`config.mk`:
```
export PLATFORM = sky130hd
export DESIGN_NAME = mex_queue_sched_flat
export DESIGN_NICKNAME = d
export VERILOG_FILES = /design/src/rtl/mex_queue_sched_if.sv /design/src/rtl/mex_queue_sched.sv /design/src/flat_wrapper.sv
export SDC_FILE = /design/constraint.sdc
export NUM_CORES = 1
export LEC_CHECK = 0
export ABC_AREA = 1
export CORE_MARGIN = 4
export CORE_UTILIZATION = 25
export CTS_CLUSTER_SIZE = 14
export DETAILED_ROUTE_END_ITERATION = 16
export GPL_ROUTABILITY_DRIVEN = 0
export PLACE_DENSITY = 0.43
export SLEW_MARGIN = 20
export SYNTH_ARGS = -nofsm -noshare
export SYNTH_HDL_FRONTEND = slang
export SYNTH_SLANG_ARGS = --single-unit
```
`constraint.sdc`:
```
create_clock -name clk -period 5.14 [get_ports clk]
set_clock_uncertainty 0.1 [all_clocks]
set_input_delay 1.028 -clock clk [delete_from_list [all_inputs] [get_ports clk]]
set_output_delay 1.028 -clock clk [all_outputs]
set_load 0.01 [all_outputs]
```
`src/rtl/mex_queue_sched_if.sv`:
```
// Handshake/bus bundle between the M_EX queue requester/EX side and mex_queue_sched.
interface mex_queue_sched_if #(
  parameter int PTCID_W = 7
);
  logic               alloc_valid;
  logic [PTCID_W-1:0] alloc_ptcid;
  logic [3:0]         alloc_wake_req;
  logic               alloc_ready;
  logic [7:0]         alloc_qslot;
  logic [31:0]        slot_wake;
  logic               issue_ready;
  logic               issue_valid;
  logic [7:0]         issue_qslot;
  logic [PTCID_W-1:0] issue_ptcid;
  logic               flush;
  logic [7:0]         valid_vec;
  logic [3:0]         occupancy;
  logic               full;
  logic               empty;
  logic               watchdog_err;

  modport master (
    output alloc_valid, alloc_ptcid, alloc_wake_req, slot_wake, issue_ready, flush,
    input  alloc_ready, alloc_qslot, issue_valid, issue_qslot, issue_ptcid,
           valid_vec, occupancy, full, empty, watchdog_err
  );

  modport slave (
    input  alloc_valid, alloc_ptcid, alloc_wake_req, slot_wake, issue_ready, flush,
    output alloc_ready, alloc_qslot, issue_valid, issue_qslot, issue_ptcid,
           valid_vec, occupancy, full, empty, watchdog_err
  );
endinterface

```
`src/rtl/mex_queue_sched.sv`:
```
// 8-entry M_EX queue slot allocator and oldest-ready issue scheduler.
// Optional stall watchdog built when MEXQ_WATCHDOG_EN is defined.
module mex_queue_sched #(
  parameter int PTCID_W = 7,
  parameter int QDEPTH  = 8
) (
  input logic          clk,
  input logic          rst,
  mex_queue_sched_if.slave q
);

  logic [QDEPTH-1:0]  valid_q;
  logic [PTCID_W-1:0] ptcid_q [QDEPTH];
  logic [3:0]         wreq_q  [QDEPTH];
  logic [QDEPTH-1:0]  age_q   [QDEPTH];
  logic [QDEPTH-1:0]  age_d   [QDEPTH];

  logic [QDEPTH-1:0]  free_vec;
  logic [QDEPTH-1:0]  alloc_oh;
  logic [QDEPTH-1:0]  elig;
  logic [QDEPTH-1:0]  sel;
  logic [QDEPTH-1:0]  col;
  logic [PTCID_W-1:0] sel_ptcid;
  logic [3:0]         occ;
  logic               alloc_fire;
  logic               issue_fire;

  assign free_vec   = ~valid_q;
  assign alloc_oh   = free_vec & (~free_vec + 8'd1);
  assign alloc_fire = q.alloc_valid & (|free_vec);
  assign issue_fire = (|elig) & q.issue_ready;

  always_comb begin
    elig      = '0;
    sel       = '0;
    col       = '0;
    sel_ptcid = '0;
    occ       = '0;
    for (int unsigned i = 0; i < QDEPTH; i++) begin
      elig[i] = valid_q[i] & ((wreq_q[i] & ~q.slot_wake[4*i +: 4]) == 4'b0000);
      occ     = occ + {3'b000, valid_q[i]};
    end
    // An eligible slot wins only if no other eligible slot is older than it.
    for (int unsigned i = 0; i < QDEPTH; i++) begin
      for (int unsigned j = 0; j < QDEPTH; j++) col[j] = age_q[j][i];
      sel[i] = elig[i] & ~(|(elig & col));
      if (sel[i]) sel_ptcid = sel_ptcid | ptcid_q[i];
    end
  end

  always_comb begin
    for (int unsigned i = 0; i < QDEPTH; i++) begin
      for (int unsigned j = 0; j < QDEPTH; j++) begin
        age_d[i][j] = age_q[i][j];
        if (issue_fire && (sel[i] || sel[j])) age_d[i][j] = 1'b0;
        // Survivors of this cycle's issue are older than the new entry.
        if (alloc_fire && alloc_oh[j]) age_d[i][j] = valid_q[i] & ~(issue_fire & sel[i]);
        if (alloc_fire && alloc_oh[i]) age_d[i][j] = 1'b0;
      end
    end
  end

  always_ff @(posedge clk) begin
    if (rst) begin
      valid_q <= '0;
      for (int unsigned i = 0; i < QDEPTH; i++) begin
        ptcid_q[i] <= '0;
        wreq_q[i]  <= '0;
        age_q[i]   <= '0;
      end
    end else if (q.flush) begin
      valid_q <= '0;
      for (int unsigned i = 0; i < QDEPTH; i++) age_q[i] <= '0;
    end else begin
      valid_q <= (valid_q & ~(issue_fire ? sel : '0)) | (alloc_fire ? alloc_oh : '0);
      for (int unsigned i = 0; i < QDEPTH; i++) begin
        age_q[i] <= age_d[i];
        if (alloc_fire && alloc_oh[i]) begin
          ptcid_q[i] <= q.alloc_ptcid;
          wreq_q[i]  <= q.alloc_wake_req;
        end
      end
    end
  end

  assign q.alloc_ready = |free_vec;
  assign q.alloc_qslot = alloc_oh;
  assign q.issue_valid = |elig;
  assign q.issue_qslot = sel;
  assign q.issue_ptcid = sel_ptcid;
  assign q.valid_vec   = valid_q;
  assign q.occupancy   = occ;
  assign q.full        = (occ == 4'd8);
  assign q.empty       = (occ == 4'd0);

`ifdef MEXQ_WATCHDOG_EN
  logic [7:0] wd_cnt_q;
  logic [7:0] wd_cnt_d;
  logic       wd_err_q;

  always_comb begin
    wd_cnt_d = wd_cnt_q;
    if (q.flush || issue_fire) wd_cnt_d = '0;
    else if ((occ != 4'd0) && (wd_cnt_q != 8'hFF)) wd_cnt_d = wd_cnt_q + 8'd1;
  end

  always_ff @(posedge clk) begin
    if (rst) begin
      wd_cnt_q <= '0;
      wd_err_q <= 1'b0;
    end else begin
      wd_cnt_q <= wd_cnt_d;
      if (wd_cnt_d == 8'hFF) wd_err_q <= 1'b1;
    end
  end

  assign q.watchdog_err = wd_err_q;
`else
  assign q.watchdog_err = 1'b0;
`endif

endmodule

```
`src/flat_wrapper.sv`:
```
// flat-port wrapper written by rule: the top's interface ports become plain ports
module mex_queue_sched_flat 
#(
  parameter int PTCID_W = 7,
  parameter int QDEPTH  = 8
)
  (clk, rst, q_alloc_valid, q_alloc_ptcid, q_alloc_wake_req, q_slot_wake, q_issue_ready, q_flush, q_alloc_ready, q_alloc_qslot, q_issue_valid, q_issue_qslot, q_issue_ptcid, q_valid_vec, q_occupancy, q_full, q_empty, q_watchdog_err);
  mex_queue_sched_if #(.PTCID_W(PTCID_W)) q_i ();
  input logic clk;
  input logic rst;
  input wire logic [$bits(q_i.alloc_valid)-1:0] q_alloc_valid;
  input wire logic [$bits(q_i.alloc_ptcid)-1:0] q_alloc_ptcid;
  input wire logic [$bits(q_i.alloc_wake_req)-1:0] q_alloc_wake_req;
  input wire logic [$bits(q_i.slot_wake)-1:0] q_slot_wake;
  input wire logic [$bits(q_i.issue_ready)-1:0] q_issue_ready;
  input wire logic [$bits(q_i.flush)-1:0] q_flush;
  output wire logic [$bits(q_i.alloc_ready)-1:0] q_alloc_ready;
  output wire logic [$bits(q_i.alloc_qslot)-1:0] q_alloc_qslot;
  output wire logic [$bits(q_i.issue_valid)-1:0] q_issue_valid;
  output wire logic [$bits(q_i.issue_qslot)-1:0] q_issue_qslot;
  output wire logic [$bits(q_i.issue_ptcid)-1:0] q_issue_ptcid;
  output wire logic [$bits(q_i.valid_vec)-1:0] q_valid_vec;
  output wire logic [$bits(q_i.occupancy)-1:0] q_occupancy;
  output wire logic [$bits(q_i.full)-1:0] q_full;
  output wire logic [$bits(q_i.empty)-1:0] q_empty;
  output wire logic [$bits(q_i.watchdog_err)-1:0] q_watchdog_err;
  assign q_i.alloc_valid = q_alloc_valid;
  assign q_i.alloc_ptcid = q_alloc_ptcid;
  assign q_i.alloc_wake_req = q_alloc_wake_req;
  assign q_i.slot_wake = q_slot_wake;
  assign q_i.issue_ready = q_issue_ready;
  assign q_i.flush = q_flush;
  assign q_alloc_ready = q_i.alloc_ready;
  assign q_alloc_qslot = q_i.alloc_qslot;
  assign q_issue_valid = q_i.issue_valid;
  assign q_issue_qslot = q_i.issue_qslot;
  assign q_issue_ptcid = q_i.issue_ptcid;
  assign q_valid_vec = q_i.valid_vec;
  assign q_occupancy = q_i.occupancy;
  assign q_full = q_i.full;
  assign q_empty = q_i.empty;
  assign q_watchdog_err = q_i.watchdog_err;
  mex_queue_sched #(.PTCID_W(PTCID_W), .QDEPTH(QDEPTH)) u_core (.clk(clk), .rst(rst), .q(q_i));
endmodule
```
# Yosys cells after proc, flatten, opt, wreduce, memory -nomap -nowiden
# Memory sizes are Yosys's and may differ from the RTL's.
# Index checks and enable logic that the tools add are counted.
dict set report word_totals {
  regBits 8
  ramBits 152
  inputBits 48
  output_inout_bits 40
  elab_cells 490
  mem_count 3
}
# name words word_bits read_ports rd_ports_with_merged_regs wr line_no
set memory_table {}
lappend memory_table {u_core.age_q 8 8 8 0 8 mex_queue_sched.sv:15} ;# logic [QDEPTH-1:0] age_q [QDEPTH];
lappend memory_table {u_core.ptcid_q 8 7 8 0 8 mex_queue_sched.sv:13} ;# logic [PTCID_W-1:0] ptcid_q [QDEPTH];
lappend memory_table {u_core.wreq_q 8 4 8 0 8 mex_queue_sched.sv:14} ;# logic [3:0] wreq_q [QDEPTH];
dict set report classes {
  n_addsub 8
  eq_ne 1
  n_mux 266
  n_bitwise 119
  reduce_logical 92
}
# cell count
set ops {}
lappend ops {{$mux 1} 224}
lappend ops {{$mux 8} 18}
lappend ops {{$mux 7} 16}
lappend ops {{$and 8x8->8} 10}
lappend ops {{$reduce_or 8->1} 10}
lappend ops {{$or 7x7->7} 7}
lappend ops {{$logic_and 1x1->1} 44}
lappend ops {{$logic_not 4->1} 9}
lappend ops {{$and 1x1->1} 34}
lappend ops {{$and 4x4->4} 8}
lappend ops {{$mux 4} 8}
lappend ops {{$not 4->4} 8}
lappend ops {{$or 1x1->1} 32}
lappend ops {{$logic_or 1x1->1} 28}
lappend ops {{$add 4x1->4} 6}
lappend ops {{$not 8->8} 3}
lappend ops {{$not 1->1} 16}
lappend ops {{$add 8x1->8 const B} 1}
lappend ops {{$or 8x8->8} 1}
lappend ops {{$eq 4x4->1 const B} 1}
lappend ops {{$add 1x1->2} 1}
lappend ops {{$reduce_or 2->1} 1}

# Logic depth before layout (Yosys ltp)
# Gate-level depths: netlist of the first run.
dict set report logic_depth {
  word_depth 23
  mapped_depth 14
  depth_no_buf 14
}

# Worst setup path before layout of the first run
# Ideal clock, no wire load.
dict set report synth_path {
  path_type {reg-to-output}
  start {reg u_core.valid_q[1] (netlist: u_core.q.valid_vec[1])}
  end {out q_empty}
  t_arrival_ns 3.285
  t_required_ns 4.012
  setup_slack_ns 0.727
  stages_incl_launch_ff 10
  n_path_buf 0
  path_cell_list {dfxtp_1 > inv_1 > ha_1 > fa_1 > fa_1 > inv_1 > fa_1 > fa_1 > or3_1 > nor2_1}
}
dict set report synth_between {
  elab_chain_len 8
}
# item line_no
set synth_lines {}
lappend synth_lines {{from (decl)} mex_queue_sched.sv:12} ;# logic [QDEPTH-1:0] valid_q;
lappend synth_lines {{from (signal assigned)} mex_queue_sched.sv:75} ;# valid_q <= (valid_q & ~(issue_fire ? sel : '0)) | (alloc_fire ? alloc_oh : '0);
lappend synth_lines {{$add 1x1->2} mex_queue_sched.sv:41} ;# occ = occ + {3'b000, valid_q[i]};
lappend synth_lines {{$add 4x1->4 (6 in a row)} mex_queue_sched.sv:41}
lappend synth_lines {{named net q_occupancy[1]} flat_wrapper.sv:23} ;# output wire logic [$bits(q_i.occupancy)-1:0] q_occupancy;
lappend synth_lines {{$logic_not 4->1} mex_queue_sched.sv:94} ;# assign q.empty = (occ == 4'd0);
lappend synth_lines {{to (decl)} flat_wrapper.sv:25} ;# output wire logic [$bits(q_i.empty)-1:0] q_empty;
# The timed path passes the listed nets, and every way through them passes these cells.

# Worst setup path in the final report of the first run
dict set report layout_path {
  start {reg u_core.valid_q[1] (netlist: u_core.q.valid_vec[1])}
  end {out q_full}
}
dict set report layout_between {
  elab_chain_len 8
}
# item line_no
set layout_lines {}
lappend layout_lines {{$add 1x1->2} mex_queue_sched.sv:41}
lappend layout_lines {{$add 4x1->4 (6 in a row)} mex_queue_sched.sv:41}
lappend layout_lines {{$eq 4x4->1} mex_queue_sched.sv:93} ;# assign q.full = (occ == 4'd8);
lappend layout_lines {{to (decl)} flat_wrapper.sv:24} ;# output wire logic [$bits(q_i.full)-1:0] q_full;
# No other way between the ends.

==> reports/qor.csv, run 1 <==
stage,metric,value,unit
outcome,status,"complete, no violations",
finish,final non-filler cell total,1389,
clock_tree,maximum level of the CTS H-tree,4,
synth,Yosys warnings,0,
place,total placed cells including tap cells,1358,
synth,Mapped Avg Cell Area,8.577,um2
clock_tree,cts hold-fix bufs,0,
routing,drt initial violations,490,
floorplan,die outline height,181.9,um
routing,number of detailed-route iterations in the first pass,4,
timing,transition time at the pin with the least slew margin,0.9936,ns
clock_tree,"Reg clk slew, reported paths",0.06,ns
synth,most area-hungry cell type in the Yosys netlist,edfxtp_1,
synth,number of instances in the synthesized netlist,881,
floorplan,die span in x,181.9,um
synth,"count leader, synth",nand2_1,
routing,DRC violation count after routing,0,
setup_path,crit path cell chain,inv_1 -> ha_1 -> fa_1 -> fa_1 -> inv_1 -> fa_1 -> fa_1 -> xor2_1 -> or3_1 -> nor2_1 -> dlygate4sd2_1,
timing,Final Max Slew Viols,0,
grt,first-pass GRT wire length,39800,um
synth,Syn Nets,937,
timing,peak clock frequency supported by timing,203.2,MHz
synth,fraction of synthesis flops using an asynchronous set or reset pin,0,
timing,relative max-transition margin,0.3360,
pwr,"IR drop worst, VDD",168.4,uV
setup_path,Setup crit start kind,flop,
synth,number of library cell types mapped by synthesis,38,
synth,sequential element share of the synthesized area,0.5842,
clock_tree,clock tree from TritonCTS,done,
pwr,power share of the combinational group,0.064,
clock_tree,PostCTS Resize Cnt,2,
clock_tree,maximum clock insertion buffer count,2,
synth,mapped cell area,0.007556,mm2
pwr,P per Cell Area,311.5,mW/mm2
finish,final standard cell area without fillers,0.009595,mm2
grt,pin count of the biggest net entering global routing,30,
setup_path,critical path peak fanout,4,
pwr,relative contribution of sequential cells to total power,0.475,
finish,area taken by multi-input logic gates,0.002618,mm2
clock_tree,master cell of the clock root buffer,clkbuf_16,
pwr,leakage power,0.004097,uW
routing,wire length after detailed routing,26600,um
grt,antenna violations before repair,0,
synth,fraction of synthesized cell area taken by the top area cell type,0.5445,
clock_tree,cts bufs inserted,17,
setup_path,endpoint kind of the worst setup timing path,output port,
pwr,switching part of the total,0.2203,
finish,signed area change from the synthesized netlist to the final layout,26.99,%
finish,Seq. cell area,0.004414,mm2
timing,ratio of final minimum period to clock period,0.9572,
synth,main flop type after synthesis,edfxtp_1,
setup_path,"slowest stage delay, CP",0.49,ns
timing,number of setup violations in the final report,0,
setup_path,crit path DAT,3.79,ns
pwr,net switching power figure,658.6,uW
grt,Overall Global Routing Usage,0.1612,
floorplan,Die ar.,0.03307,mm2
finish,# diodes,0,
clock_tree,Setup Buffers After CTS,0,
routing,mean number of vias per cell,4.479,
timing,final setup TNS,0,ns
setup_path,required time worst endpoint,4.01,ns
clock_tree,Sink Count,152,
synth,list of most frequent post-synthesis cells,"nand2_1, nor2_1, edfxtp_1",
finish,post-layout utilization of the core,0.3229,
setup_path,type of the worst setup path,reg -> out,
synth,number of enable-type register cells in the synthesized netlist,137,
finish,proportion of layout cells with a drive suffix above 1,0.1031,
floorplan,Row Count,63,
routing,via count of the routed design,6221,
synth,"FF+latch count, synth",152,
min_path,Hold WC Path Type,reg -> reg,
routing,post-detailed-route wirelength per cell,19.15,um
run,max_cap viols,0,
timing,"Min Clock Period, post-route",4.920,ns
place,cell area reported after detailed placement,0.008965,mm2
grt,via count of the first global-routing pass,6314,
synth,main area contributors after synthesis,"edfxtp_1, nand2_1, nor2_1",
routing,remaining number of nets flagged by the antenna check after routing,0,
pwr,internal power summed over all cells,2330,uW
floorplan,I/O pins,88,
setup_path,cell repeated most along the worst path,fa_1,
clock_tree,source-to-sink clock delay at the later pin of the worst-skew pair,0.43,ns
finish,net count reported at finish,1043,
place,count of input and output buffers,86,
floorplan,effective utilization at floorplan,0.2543,
pwr,share of power burned in the clock network,0.461,
place,Final HPWL DP,19620,um
timing,RSZ-0062 raised after global routing,no,
finish,count of filler cells inserted in the layout,3131,
timing,number of failing hold endpoints at the final stage,0,
floorplan,Core Region,0.02972,mm2
setup_path,CP max-delay cell,fa_1,
grt,overall overflow remaining after global route,0,
[metrics by stage]
stage / worst slack [ns] / power [uW] / hold WS, ns
final: 0.2198 / 2989 / 0.3649
after global routing: 0.04857 / 3094 / 0.3919
after CTS: 0.1780 / 3015 / 0.3614
after detailed placement: 0.2819 / 1643 / 0.3531
after global placement: 0.2639 / 1642 / 0.3448
after floorplan: 0.7270 / 1534 / 0.3224
[cells in the final DEF (no fill, tap or decap), drive strengths merged]
cell           instances
xor2                   1
and3                   2
and2                   1
a21o                   1
clkdlybuf4s50         84
clkinvlp               3
edfxtp               137
clkbuf                19
o211ai                 1
bufinv                 5
nor3                  25
or3                    1
clkinv                 3
ha                     4
buf                   21
nor4                   2
nor2                 179
conb                   1
fa                     4
dfxtp                 15
o21ai                 15
nand3                 38
a21oi                  7
inv                  114
dlygate4sd2            2
nand2                307
nand4                  5
a21boi                 2
[cells by family (layout without fill, tap and decap cells)]
kind of cell / count (synthesis) / after routing / synth area share
XOR/XNOR: 1 / 1 / 0.001159
adder cells (fa/ha/maj): 8 / 8 / 0.01722
flip-flops: 152 / 152 / 0.5842
other: 1 / 1 / 0.0004963
buffers and inverters: 133 / 251 / 0.06988
AND/OR/NAND/NOR: 560 / 560 / 0.3065
AO/OA/AOI/OAI: 26 / 26 / 0.02053
[final timing paths]
| path | slack [ns] | from | to | cells after the start |
|---|---|---|---|---|
| max | 0.22 | u_core.q.valid_vec[1] | q_full | 11 |
| min | 0.36 | u_core.age_q[0][3] | u_core.age_q[0][3] | 2 |
| max reg2reg | 2.10 | u_core.q.valid_vec[3] | u_core.age_q[0][32] | 9 |
| min reg2reg | 0.36 | u_core.age_q[0][3] | u_core.age_q[0][3] | 2 |
[critical path, delay by kind of cell (launching register included)]
kind | cells | cell delay, ns
fa+ha+maj | 5 | 2.03
simple gates | 2 | 0.43
xor+xnor | 1 | 0.16
flops | 1 | 0.33
buf+inv | 3 | 0.42
[cell type report]
type / count / share of cell area
clock inverter: 12 / 0.02086
tap: 390 / 0.05085
sequential: 152 / 0.4600
multi-input combinational: 596 / 0.2728
clock buffer: 19 / 0.04512
timing repair buffer: 107 / 0.1059
inverter: 113 / 0.04446
[metal layers]
metal	GRT usage	wire length [um]	vias up
li1	-	-	3005
met2	0.2867	13540	173
met3	0.03125	1259	32
met1	0.2019	11360	3011
met5	0	0	-
met4	0.03813	438	0
[power by group through the flow]
stage	Sequential, uW	Combinational [uW]	Clock, uW
floorplan	1440	92.6	0
global placement	1450	195	0
detailed placement	1450	195	0
CTS	1420	195	1400
global route	1420	211	1460
finish	1420	192	1380
[registers in the layout, summed over array words and instances (netlist names)]
signal and count:
u_core.q.valid_vec 8, u_core.ptcid_q 56, u_core.wreq_q 32, u_core.age_q 56
No activity file was read; power rests on OpenSTA's default activity.
==> inputs of run 2 (changes only) <==
--- a/config.mk
+++ b/config.mk
@@ -10,7 +10,6 @@
 export CORE_UTILIZATION = 25
 export CTS_CLUSTER_SIZE = 14
 export DETAILED_ROUTE_END_ITERATION = 16
-export GPL_ROUTABILITY_DRIVEN = 0
 export PLACE_DENSITY = 0.43
 export SLEW_MARGIN = 20
 export SYNTH_ARGS = -nofsm -noshare
==> results of run 2 <==
No change in the layout: final DEF, timing and power equal those of run 1.
==> inputs of run 3 (changes only) <==
--- a/config.mk
+++ b/config.mk
@@ -10,7 +10,7 @@
 export CORE_UTILIZATION = 25
 export CTS_CLUSTER_SIZE = 14
 export DETAILED_ROUTE_END_ITERATION = 16
-export PLACE_DENSITY = 0.43
+export PLACE_DENSITY = 0.44
 export SLEW_MARGIN = 20
 export SYNTH_ARGS = -nofsm -noshare
 export SYNTH_HDL_FRONTEND = slang
==> constraint.sdc (replaced) <==
create_clock -name clk -period 4.44 [get_ports clk]
set_clock_uncertainty 0.1 [all_clocks]
set_input_delay 0.888 -clock clk [delete_from_list [all_inputs] [get_ports clk]]
set_output_delay 0.888 -clock clk [all_outputs]
set_load 0.01 [all_outputs]
==> reports/qor.csv, run 3 (same netlist as run 1, synthesis figures left out) <==
stage,metric,value,unit
outcome,status,"finished, violations left",
outcome,violations in the final reports,setup timing,
setup_path,worst reg-to-reg path cell count,11,
setup_path,Critical R2R Launch,u_core.q.valid_vec[5],
setup_path,largest delay contributor family on the critical path,adder cells,
finish,final standard cell area without fillers,0.009819,mm2
floorplan,Core Region,0.02972,mm2
timing,peak clock frequency supported by timing,223.7,MHz
grt,via count of the first global-routing pass,6316,
routing,number of detailed-route iterations in the first pass,5,
timing,"Min Clock Period, post-route",4.469,ns
timing,relative max-transition margin,0.2944,
finish,net count reported at finish,1073,
finish,Seq. cell area,0.004417,mm2
pwr,post-route total power,3232,uW
timing,Final Max Slew Viols,0,
setup_path,end of the worst register-to-register path,u_core.age_q[0][51],
timing,number of failing hold endpoints at the final stage,0,
floorplan,die outline height,181.9,um
grt,antenna violations before repair,0,
setup_path,crit path DAT,3.48,ns
timing,transition time at the pin with the least slew margin,1.054,ns
grt,pin count of the biggest net entering global routing,29,
floorplan,Die ar.,0.03307,mm2
routing,wire length after detailed routing,26360,um
grt,overall overflow remaining after global route,0,
routing,via count of the routed design,6354,
finish,leading registers by flop count,"u_core.age_q: 56 flops, u_core.ptcid_q: 56 flops, u_core.wreq_q: 32 flops",
clock_tree,"Reg clk slew, reported paths",0.06,ns
routing,post-detailed-route wirelength per cell,18.57,um
floorplan,I/O pins,88,
grt,Overall Global Routing Usage,0.1586,
setup_path,type of the worst setup path,reg -> out,
setup_path,crit path cell chain,inv_2 -> ha_4 -> fa_1 -> fa_1 -> inv_2 -> fa_2 -> fa_2 -> xor2_1 -> or3_4 -> nor2_2 -> buf_2,
place,Final HPWL DP,19310,um
setup_path,Critical Path Start,u_core.q.valid_vec[1],
setup_path,"slowest stage delay, CP",0.51,ns
timing,RSZ-0062 raised after global routing,yes,
timing,number of setup violations in the final report,2,
routing,DRC violation count after routing,0,
routing,drt initial violations,439,
routing,remaining number of nets flagged by the antenna check after routing,0,
grt,first-pass GRT wire length,39070,um
clock_tree,Sink Count,152,
setup_path,endpoint kind of the worst setup timing path,output port,
run,max_cap viols,0,
setup_path,reg-to-reg setup timing slack,0.97,ns
floorplan,Row Count,63,
setup_path,critical path peak fanout,2,
clock_tree,maximum level of the CTS H-tree,4,
clock_tree,cts hold-fix bufs,0,
pwr,leakage power,0.004223,uW
finish,"commonest non-fill, non-tap cell in the layout",nand2_1,
floorplan,die span in x,181.9,um
place,count of input and output buffers,86,
place,cell area reported after detailed placement,0.009186,mm2
timing,Setup WS post-layout,-0.02936,ns
finish,proportion of layout cells with a drive suffix above 1,0.1390,
pwr,P per Cell Area,329.1,mW/mm2
routing,mean number of vias per cell,4.478,
clock_tree,maximum clock insertion buffer count,2,
clock_tree,clock tree from TritonCTS,done,
min_path,critical hold path startpoint,u_core.age_q[0][3],
setup_path,required time worst endpoint,3.45,ns
finish,highest-count cells in the layout ignoring fill and taps,"nand2_1, nor2_1, edfxtp_1",
finish,count of filler cells inserted in the layout,3154,
timing,ratio of final minimum period to clock period,1.007,
finish,# diodes,0,
min_path,Hold WC Path Type,reg -> reg,
place,Final Wtd Congestion,0.8856,
finish,signed area change from the synthesized netlist to the final layout,29.96,%
floorplan,effective utilization at floorplan,0.2543,
setup_path,Setup crit start kind,flop,
clock_tree,master cell of the clock root buffer,clkbuf_16,
finish,area taken by multi-input logic gates,0.002659,mm2
setup_path,crit path buf inv count,3,
pwr,"IR drop worst, VDD",186.3,uV
clock_tree,source-to-sink clock delay at the later pin of the worst-skew pair,0.43,ns
setup_path,CP max-delay cell,fa_1,
min_path,hold path cells,2,
clock_tree,cts bufs inserted,17,
min_path,hold-critical path endpoint,u_core.age_q[0][3],
## run 3: changes by cell type in the layout (fill, tap and decap cells not counted), sizes merged
cell,change
buf,+31
bufinv,-4
clkbuf,+1
clkdlybuf4s50,-3
clkinv,+3
clkinvlp,+1
dlymetal6s2s,+1
## run 3: what timing repair did
| item | 4_1_cts | 5_1_grt |
|---|---|---|
| buffers inserted | 0 | 4 |
| cloned | 0 | 1 |
| gates resized for setup | 16 | 12 |
| setup endpoints to repair | 4 | 9 |
| pin swaps | 2 | 8 |
## run 3: routing by layer
| metal | vias to the layer above | track usage | share of wire |
|---|---|---|---|
| li1 | 3078 | - | - |
| met1 | 3069 | 0.2001 | 0.43 |
| met2 | 183 | 0.2848 | 0.52 |
| met3 | 24 | 0.02424 | 0.044 |
| met4 | 0 | 0.03813 | 0.011 |
| met5 | - | 0 | 0 |
## run 3: report_power, final
part           total [uW]  internal, uW  switching, uW
Combinational         230          85.2            145
Sequential           1640          1620           18.1
Clock                1360           767            592
Total                3230          2480            755
## run 3: area by class of cell
type,instances,area share
clock inverters,11,0.01032
multi-input cells,596,0.2708
repair inverters,1,0.0007645
clock buffers,20,0.04447
inverters,113,0.04422
repair buffers,136,0.1300
well taps,390,0.04969
flip-flops and latches,152,0.4498
## run 3: how the worst max path moves through the flow
| stage | to | slack [ns] | cells past startpoint |
|---|---|---|---|
| 5_1_grt | q_empty | -0.13 | 11 |
| 4_1_cts | q_full | -0.07 | 11 |
| 3_3_place_gp | q_full | -0.1 | 11 |
| 6_report | q_empty | -0.03 | 11 |
| 3_5_place_dp | q_full | -0.13 | 11 |
| 2_1_floorplan | q_empty | 0.17 | 9 |
## run 3: metrics by stage
step	hold slack (ns)	TNS [ns]	util	setup WS, ns	std cells
6_report	0.3554	-0.05769	0.3304	-0.02936	1419
5_1_grt	0.3782	-0.2524	0.3304	-0.1282	1419
4_1_cts	0.3548	-0.1249	0.3275	-0.06776	1414
3_5_place_dp	0.3448	-0.2448	0.3091	-0.1282	1383
3_3_place_gp	0.3372	-0.1867	0.3091	-0.09767	1383
2_1_floorplan	0.3224	0	-	0.1670	881
## run 3: worst min-delay path: cells and delay by family, from the launching register on
family	cells	cell delay, ns
compound gates	1	0.06
buf+inv	1	0.05
flops	1	0.30
==> RTL change 1 (settings of run 3) <==
The option `MEXQ_WATCHDOG_EN` is turned on by a define.
--- a/src/rtl/mex_queue_sched.sv
+++ b/src/rtl/mex_queue_sched.sv
@@ -1,5 +1,7 @@
 // 8-entry M_EX queue slot allocator and oldest-ready issue scheduler.
 // Optional stall watchdog built when MEXQ_WATCHDOG_EN is defined.
+`define MEXQ_WATCHDOG_EN
+
 module mex_queue_sched #(
   parameter int PTCID_W = 7,
   parameter int QDEPTH  = 8
Check against the original RTL: no difference found for any inputs over 4 cycles, from zero or initial values and one cycle with rst high; that may be too few to reach the edited logic, so the function may still have changed.
==> RTL change 1 against run 3 <==
First-iteration DRC count rose by 13%; register-to-register slack got worse by 0.50 ns; cell count grew 8.3%; synthesized area rose by 5.6%; routed wire length grew 5.2%; sequential cell count up 9; cell area grew 7.7%; total power is 6.7% higher; synthesized cell count up 8.6%; global-route usage increased by 0.27 points; setup slack better by 0.15 ns; utilization increased by 0.49 points; highest routed layer unchanged; critical endpoint is now q_full; non-clock buffer count increased by 27.
==> RTL change 1: results (changes against run 3) <==
p_comb_mw: 0.248  # was 0.230 mW
dpl_cell_area_sq_um: 9850  # was 9190 sq um
pg_seq_mw: 1.72  # was 1.64 mW
viasPerCell: 4.42  # was 4.48
synth_commonest_cells: "317 x nand2_1, 193 x nor2_1, 137 x edfxtp_1, 119 x inv_1, 41 x nand3_1"  # was 299 x nand2_1, 164 x nor2_1, 137 x edfxtp_1, 92 x inv_1, 36 x nand3_1
drive_above_1_share_pct: 14.1  # was 13.9%
static-leakage-power_nw: 4.65  # was 4.22 nW
synth_seq_area_share_pct: 57.6  # was 58.4%
r2r_start: "u_core.q.valid_vec[1]"  # was u_core.q.valid_vec[5]
syn_inst: 957  # was 881
first_global_vias: 7083  # was 6316
reg2regPathDepth: 19  # was 11
synth_fp_nets: 1014  # was 937
grt_pass1_wl_mm: 42.6  # was 39.1 mm
maxSlewHeadroom_pct: 28.1  # was 29.4%
first_iter_violations: 498  # was 439
r2r_slack_ns: 0.47  # was 0.97 ns
period_needed_ns: 4.32  # was 4.47 ns
hpwlAfterDp_mm: 20.5  # was 19.3 mm
setup_violations: 0  # was 2
synth_fa_ha_area_share_pct: 1.79  # was 1.72%
grt_use_total_pct: 16.1  # was 15.9%
wirelength_mm: 27.7  # was 26.4 mm
placed_cells: 1500  # was 1383
outcome: "complete, no violations"  # was finished, violations left
synth-compound-area-share_pct: 2.26  # was 2.05%
io_buffer_count: 87  # was 86
nets: 1182  # was 1073
grt_max_degree: 24  # was 29
r2r-end: "u_core.q.watchdog_err"  # was u_core.age_q[0][51]
ir_worst_vdd_mv: 0.219  # was 0.186 mV
cts_setup_buffers: 1  # was 0
[RTL change 1: through the flow]
stage | power (mW) | hold slack (ns) | utilization (%)
2_1_floorplan | 1.85 | 0.332 | -
3_3_place_gp | 1.99 | 0.353 | 31.2
3_5_place_dp | 1.99 | 0.357 | 31.2
4_1_cts | 3.47 | 0.368 | 33.1
5_1_grt | 3.57 | 0.384 | 33.5
6_report | 3.45 | 0.370 | 33.5
[RTL change 1: layout make-up]
class | instances | area [sq um]
Clock buffer | 19 | 433
Multi-Input combinational cell | 649 | 2890
Timing Repair Buffer | 163 | 1510
Tap cell | 402 | 503
Sequential cell | 161 | 4600
Clock inverter | 10 | 138
Fill cell | 3334 | 21000
Inverter | 133 | 514
[RTL change 1: per-layer routing]
| metal | routed length [um] | track usage [%] | up-vias |
|---|---|---|---|
| met4 | 344 | 3.78 | 0 |
| met2 | 12000 | 24.5 | 190 |
| met5 | 0 | 0 | - |
| met1 | 14000 | 23.9 | 3228 |
| li1 | - | - | 3351 |
| met3 | 1390 | 2.96 | 25 |
==> RTL change 2 (flow settings as in run 3) <==
Without the edit above. `PTCID_W` is set to 7 in 3 places; all go to 14.
--- a/src/rtl/mex_queue_sched_if.sv
+++ b/src/rtl/mex_queue_sched_if.sv
@@ -1,6 +1,6 @@
 // Handshake/bus bundle between the M_EX queue requester/EX side and mex_queue_sched.
 interface mex_queue_sched_if #(
-  parameter int PTCID_W = 7
+  parameter int PTCID_W = 14
 );
   logic               alloc_valid;
   logic [PTCID_W-1:0] alloc_ptcid;
--- a/src/rtl/mex_queue_sched.sv
+++ b/src/rtl/mex_queue_sched.sv
@@ -1,7 +1,7 @@
 // 8-entry M_EX queue slot allocator and oldest-ready issue scheduler.
 // Optional stall watchdog built when MEXQ_WATCHDOG_EN is defined.
 module mex_queue_sched #(
-  parameter int PTCID_W = 7,
+  parameter int PTCID_W = 14,
   parameter int QDEPTH  = 8
 ) (
   input logic          clk,
--- a/src/flat_wrapper.sv
+++ b/src/flat_wrapper.sv
@@ -1,7 +1,7 @@
 // flat-port wrapper written by rule: the top's interface ports become plain ports
 module mex_queue_sched_flat 
 #(
-  parameter int PTCID_W = 7,
+  parameter int PTCID_W = 14,
   parameter int QDEPTH  = 8
 )
   (clk, rst, q_alloc_valid, q_alloc_ptcid, q_alloc_wake_req, q_slot_wake, q_issue_ready, q_flush, q_alloc_ready, q_alloc_qslot, q_issue_valid, q_issue_qslot, q_issue_ptcid, q_valid_vec, q_occupancy, q_full, q_empty, q_watchdog_err);
Ports: changed (resized q_alloc_ptcid and q_issue_ptcid); port bits go from 88 to 102. The function was not compared with the original's and may differ.
==> RTL change 2 against run 3 <==
Sequential cell count up 56; sequential share of layout area up 2.3 points; largest cell class unchanged; combinational power up 23%; total power up 39%; cell area up 31%; synthesized area up 30%; fmax up 0.84%; critical endpoint unchanged; routed wire length up 31%; largest power group unchanged; hold slack worse by 0.014 ns; setup slack better by 0.037 ns.
==> RTL change 2: results (changes against run 3) <==
outcome: "complete, no violations"  # was finished, violations left
synth_edf_count: 193  # was 137
top_regs: "u_core.ptcid_q: 112 flops, u_core.age_q: 56 flops, u_core.wreq_q: 32 flops"  # was u_core.age_q: 56 flops, u_core.ptcid_q: 56 flops, u_core.wreq_q: 32 flops
nMultiInputCombCells: 753  # was 596
nFillCells: 3978  # was 3154
seqCellArea_sq_um: 6100  # was 4420 sq um
use_met3_pct: 2.19  # was 2.42%
power_density_nw_per_um2: 347  # was 329 nW/um^2
maxSlewHeadroom_pct: 39.3  # was 29.4%
synth_xor_area_share_pct: 0.0888  # was 0.116%
first_global_vias: 8022  # was 6316
synth_fp_nets: 1176  # was 937
internal_power_mw: 3.46  # was 2.48 mW
grt_use_total_pct: 16.0  # was 15.9%
first_iter_violations: 559  # was 439
synth_commonest_cells: "396 x nand2_1, 246 x nor2_1, 193 x edfxtp_1, 111 x inv_1, 40 x nand3_1"  # was 299 x nand2_1, 164 x nor2_1, 137 x edfxtp_1, 92 x inv_1, 36 x nand3_1
pg_seq_mw: 2.26  # was 1.64 mW
worstPathArrival_ns: 3.44  # was 3.48 ns
wl_met2_mm: 16.7  # was 13.6 mm
inverters: 122  # was 114
grt_max_degree: 24  # was 29
nClkBuffers: 39  # was 20
synth.distinct_cells: 28  # was 38
synth_fa_ha_area_share_pct: 1.32  # was 1.72%
syn_avg_cell_area_sq_um: 8.86  # was 8.58 sq um
dpl_cell_area_sq_um: 12000  # was 9190 sq um
period_needed_ns: 4.43  # was 4.47 ns
cts.path.max_buffers: 3  # was 2
highest_layer: "met4"  # unchanged
synth_seq_area_share_pct: 61.8  # was 58.4%
area_growth_pct: 30.9  # was 30.0%
dp_worst_setup_slack_ns: -0.143  # was -0.128 ns
h-tree-depth: 1  # was 4
dr_wl_met3_mm: 1.95  # was 1.15 mm
numCtsBuffers: 26  # was 17
io_buffer_count: 100  # was 86
p_clk_share_pct: 43.3  # was 42.1%
hpwlAfterDp_mm: 24.0  # was 19.3 mm
gp_congestion: 0.849  # was 0.886
clk-insertion-delay-late_ns: 0.53  # was 0.43 ns
cts.sinks: 208  # was 152
r2r_start: "u_core.q.valid_vec[0]"  # was u_core.q.valid_vec[5]
avgRoutedWirePerCell_um: 18.9  # was 18.6 um
nets: 1348  # was 1073
gr-usage-met2_pct: 27.3  # was 28.5%
yosys-top-cells-area: "edfxtp_1 59%, nand2_1 15%, nor2_1 9.4%, inv_1 4.2%, dfxtp_1 3.0%"  # was edfxtp_1 54%, nand2_1 15%, nor2_1 8.1%, inv_1 4.6%, dfxtp_1 4.0%
r2r_slack_ns: 1.54  # was 0.97 ns
n_all_buffers: 174  # was 136
placed_cells: 1767  # was 1383
wirelength_mm: 34.5  # was 26.4 mm
vias: 8009  # was 6354
synth-compound-area-share_pct: 1.48  # was 2.05%
ir_worst_vdd_mv: 0.231  # was 0.186 mV
[RTL change 2: how the worst min path moves through the flow]
| stage | start | to | slack (ns) | cells after the start |
|---|---|---|---|---|
| finish | u_core.age_q[0][2] | u_core.age_q[0][2] | 0.34 | 2 |
| global route | u_core.age_q[0][2] | u_core.age_q[0][2] | 0.38 | 2 |
| CTS | u_core.age_q[0][2] | u_core.age_q[0][2] | 0.34 | 2 |
| detailed placement | u_core.age_q[0][2] | u_core.age_q[0][2] | 0.34 | 2 |
| global placement | u_core.age_q[0][2] | u_core.age_q[0][2] | 0.33 | 2 |
| floorplan | u_core.age_q[0][2] | u_core.age_q[0][2] | 0.32 | 2 |
[RTL change 2: logic make-up after synthesis]
| logic type | after synthesis |
|---|---|
| and+or+nand+nor | 718 |
| DFF | 208 |
| buffers and inverters | 152 |
| AOI/OAI and AO/OA | 25 |
| adders and majority gates | 8 |
| xor gates and xnor gates | 1 |
| other | 1 |
